`src/rtl/memory_writeback_unit.sv`:
```
// rtl/memory_writeback_unit.sv - EXE->MEM register, data memory, MEM->WB register and write-back select
module memory_writeback_unit #(
  parameter int          MEM_DEPTH = 64,
  parameter logic [31:0] BASE_ADDR = 32'd1024
) (
  input  logic        clk,
  input  logic        rst,
  input  logic        writeBackEnIn,
  input  logic        memReadIn,
  input  logic        memWriteIn,
  input  logic [31:0] aluResultIn,
  input  logic [31:0] storeValIn,
  input  logic [3:0]  destinationIn,
  output logic [3:0]  destMEM,
  output logic        writeBackEnMEM,
  output logic [3:0]  destWB,
  output logic [31:0] resultWB,
  output logic        writeBackEnWB,
  output logic        addrError
);

  localparam int          IDX_W = (MEM_DEPTH > 1) ? $clog2(MEM_DEPTH) : 1;
  localparam logic [31:0] SPAN  = 32'(4 * MEM_DEPTH);

  // EXE->MEM pipeline register contents
  logic        writeBackEnM;
  logic        memReadM;
  logic        memWriteM;
  logic [31:0] aluResultM;
  logic [31:0] storeValM;
  logic [3:0]  destM;

  // MEM->WB pipeline register contents
  logic        writeBackEnW;
  logic        memReadW;
  logic [3:0]  destW;
  logic [31:0] aluResultW;
  logic [31:0] loadDataW;

  logic [31:0] mem [MEM_DEPTH];

  logic [31:0]      offset;
  logic             accessValid;
  logic [IDX_W-1:0] wordIdx;
  logic [31:0]      loadData;
  logic             badAccess;

  // Addresses below BASE_ADDR underflow to a huge offset, so one unsigned
  // compare rejects both ends of the window without any modular wrap.
  always_comb begin
    offset      = aluResultM - BASE_ADDR;
    accessValid = (offset < SPAN) && (aluResultM[1:0] == 2'b00);
    wordIdx     = offset[IDX_W+1:2];
    loadData    = (memReadM && accessValid) ? mem[wordIdx] : 32'h0;
    badAccess   = (memReadM || memWriteM) && !accessValid;
  end

  // Both pipeline registers plus the sticky address-error flag
  always_ff @(posedge clk) begin
    if (rst) begin
      writeBackEnM <= 1'b0;
      memReadM     <= 1'b0;
      memWriteM    <= 1'b0;
      aluResultM   <= '0;
      storeValM    <= '0;
      destM        <= '0;
      writeBackEnW <= 1'b0;
      memReadW     <= 1'b0;
      destW        <= '0;
      aluResultW   <= '0;
      loadDataW    <= '0;
      addrError    <= 1'b0;
    end else begin
      writeBackEnM <= writeBackEnIn;
      memReadM     <= memReadIn;
      memWriteM    <= memWriteIn;
      aluResultM   <= aluResultIn;
      storeValM    <= storeValIn;
      destM        <= destinationIn;
      writeBackEnW <= writeBackEnM;
      memReadW     <= memReadM;
      destW        <= destM;
      aluResultW   <= aluResultM;
      loadDataW    <= loadData;
      if (badAccess) addrError <= 1'b1;
    end
  end

  // Data memory: the load above samples the old word, so a combined
  // load/store in one MEM cycle reads before it writes.
  always_ff @(posedge clk) begin
    if (rst) begin
      for (int i = 0; i < MEM_DEPTH; i++) mem[i] <= '0;
    end else if (memWriteM && accessValid) begin
      mem[wordIdx] <= storeValM;
    end
  end

  assign destMEM        = destM;
  assign writeBackEnMEM = writeBackEnM;
  assign destWB         = destW;
  assign writeBackEnWB  = writeBackEnW;
  assign resultWB       = memReadW ? loadDataW : aluResultW;

endmodule

```
`config.mk`:
```
export PLATFORM = sky130hd
export DESIGN_NAME = memory_writeback_unit
export DESIGN_NICKNAME = d
export VERILOG_FILES = /design/src/rtl/memory_writeback_unit.sv
export SDC_FILE = /design/constraint.sdc
export NUM_CORES = 2
export LEC_CHECK = 0
export ABC_AREA = 1
export CORE_ASPECT_RATIO = 1.5
export CORE_MARGIN = 1.5
export CORE_UTILIZATION = 36
export CTS_BUF_LIST = sky130_fd_sc_hd__clkbuf_4
export DETAILED_ROUTE_END_ITERATION = 7
export DONT_BUFFER_PORTS = 1
export SYNTH_ARGS = -nofsm -noshare
export SYNTH_HDL_FRONTEND = slang
export SYNTH_SLANG_ARGS = --single-unit
```
`constraint.sdc`:
```
create_clock -name clk -period 3.8 [get_ports clk]
set_input_delay 0.38 -clock clk [delete_from_list [all_inputs] [get_ports clk]]
set_output_delay 0.38 -clock clk [all_outputs]
set_load 0.05 [all_outputs]
```
==> metrics.md <==
| Metric | Value |
|---|---|
| Syn Inst Count | 8628 |
| Clk pin slew, worst setup/hold paths | 0.07 ns |
| DIE AREA | 263000 um2 |
| Leakage power figure | 40.5 nW |
| Layout cells sized above 1 | 0.164 |
| Area contributors post-synth | edfxtp_1, nor2_1, nand2_1 |
| CP cell instances | inv_2, buf_4, nand3_1, inv_8, buf_12, a22oi_1, nand3_1, o21ai_0, nand2_1, nor2_1, a21oi_1, buf_4 |
| Final wirelength | 357000 um |
| Rows | 229 |
| Initial antenna violation count | 15 |
| Htree depth | 6 |
| Crit Path Category | register to register |
| Synth Net Count | 8701 |
| CTS tree | yes |
| Max incr delay on CP | 0.61 ns |
| Crit start category | register |
| GRT Overall Usage | 0.266 |
| Synth top area share | 0.658 |
| HP Class | primary input to register |
| Core area | 259000 um2 |
| Most frequent cell after synthesis | nor2_1 |
| Worst endpoint data arrival time | 4.87 ns |
| Total grt overflow | 0 |
| Cell Area, Synth | 93500 um2 |
| Synthesis Warnings | 0 |
| Slew Limit Fails | 2 |
| Final worst path period share | 0.980 |
| Clock Path Buffers | 4 |
| Total number of vias | 70800 |
| Async S/R FF share, synth | 0 |
| Worst vdd ir | 0.000199 V |
| Global-route wire length before repair | 500000 um |
| Largest net degree at the start of global routing | 113 |
| Fin. Hold Viols | 0 |
| IO Count | 116 |
| Most common flop cell mapped by yosys | edfxtp_1 |
| Tightest Pin Transition | 1.53 ns |
| Violated checks | max-capacitance violations, max-slew violations |
| Sequential area share after synthesis | 0.688 |
| Mean Syn Cell Area | 10.8 um2 |
| Yosys reg bits | 2190 |
| CTS buffer count | 529 |
| CP Capture Type | register |
| Global placer's final weighted congestion | 0.938 |
| Dpl hpwl | 221000 um |
| Later-pin clock latency in the skew report | 1.32 ns |
| Final Non-Filler Cells | 12900 |
| Placed Cells | 11900 |
| RSZ-0062 raised after global routing | no |
| Relative slew margins | -0.0283 |
| # setup viols final | 0 |
| Clk sink count | 2190 |
| Final net count | 9145 |
| DR vias/cell | 5.48 |
| Initial drt markers | 8140 |
| Post-synth top cells | nor2_1, edfxtp_1, nand2_1 |
| PortBufs | 0 |
| Status | complete, but fails checks |
| Synth unique cells | 34 |
| Hold slack | 0.173 ns |
| Slowest-stage cell, CP | o21ai_0 |
| Max-Cap Viols | 2 |
| Fillcell total | 24500 |
| Drt pass-1 iters | 6 |
| Post-synth EDFFs | 2048 |
| Crit path required time | 4.95 ns |
| WL/cell | 27.6 um |
| Vias in the first global route | 70200 |
| Fmax | 0.269 GHz |
| Period minus WS final | 3.72 ns |
| Die Ht | 627 um |
| Area Overhead vs Synth | 14.8% |
| Power Dens Cells | 470 nW/um2 |
| Initial Util | 0.361 |
| Clock root buffer | clkbuf_4 |
| Antenna viol nets, final | 0 |
| Die Wd | 419 um |
| CP max FO | 30 |
| Synth area leader | edfxtp_1 |
| Post-layout worst setup margin | 0.0766 ns |
| Dpl ws | 0.142 ns |
| Clock Skew | 0.133 ns |
| DRC viols | 0 |
final cells by class:
class,count,area [um2],area share
well taps,3465,4340,0.0404
inverters,404,1590,0.0148
multi-input cells,5333,24300,0.226
clock inverters,132,876,0.00816
diodes,14,35.0,0.000326
flip-flops and latches,2190,64300,0.599
repair buffers,614,6060,0.0564
clock buffers,781,5860,0.0546
metrics by stage:
step	utilization	setup TNS (ns)	total power, mW	area (um2)
2_1_floorplan	-	0	29.0	93500
3_3_place_gp	0.383	-0.0486	30.7	99100
3_5_place_dp	0.383	0	30.7	99100
4_1_cts	0.415	0	50.6	107000
5_1_grt	0.415	0	51.8	107000
6_report	0.415	0	50.4	107000
routing by layer:
layer / part of all wire / global-route usage / up-vias
met2: 0.47 / 0.438 / 4417
met5: 0.00020 / 0 / -
li1: - / - / 30400
met1: 0.33 / 0.296 / 34900
met3: 0.096 / 0.0528 / 1112
met4: 0.099 / 0.230 / 10
timing repair:
item	in CTS	in global routing
gates resized for setup	0	2
hold buffers	147	0
setup endpoints to repair	0	2
buffers inserted	0	0
endpoints found under the hold margin	1250	0
flip-flops by register name, indices dropped and copies added, names as in the netlist:
signal          cells
mem              2048
aluResultM         32
aluResultW         32
loadDataW          32
storeValM          32
destMEM             4
destWB              4
addrError           1
memReadM            1
memReadW            1
memWriteM           1
writeBackEnMEM      1
writeBackEnWB       1
final timing paths:
path / from / end / slack (ns) / cells past startpoint
setup reg to reg: aluResultM[2] / loadDataW[12] / 0.08 / 12
hold / removal: rst / destWB[0] / 0.17 / 3
hold reg to reg: aluResultM[0] / aluResultW[0] / 0.41 / 2
setup / recovery: aluResultM[2] / loadDataW[12] / 0.08 / 12
logic make-up after synthesis:
kind of cell,synth area share
AO/OA/AOI/OAI,0.0458
buffers and inverters,0.0533
flip-flops,0.688
multiplexers,0.00385
AND/OR/NAND/NOR,0.209
placed cells by master, fill, tap and decap left out, types with 32 or more instances in the layout:
cell	synthesis	final
dlygate4sd3_1	0	146
nand2_1	1650	1641
nand4_1	318	318
clkinv_1	4	84
o21ai_0	247	242
nor2_4	44	45
inv_1	359	357
clkbuf_4	0	781
edfxtp_1	2048	2048
nand3_4	50	51
buf_12	6	85
mux2_2	32	32
nor2_2	51	52
nand3_1	173	169
o2111ai_1	39	39
buf_4	19	382
dfxtp_1	142	140
nor2_1	2315	2313
a21oi_1	110	110
inv_2	41	44
a22oi_1	268	268
critical path: cells and delay by family, from the launching register on:
kind	cells	cell delay [ns]
buffers and inverters	5	0.79
AO/OA/AOI/OAI	3	1.19
AND/OR/NAND/NOR	4	1.06
flip-flops	1	0.47
power by group:
group / total (mW) / internal (mW) / switching (mW)
logic: 3.32 / 0.718 / 2.61
clock network: 20.0 / 10.3 / 9.73
registers: 27.1 / 26.9 / 0.231
Power figures use the tool's default switching activity.
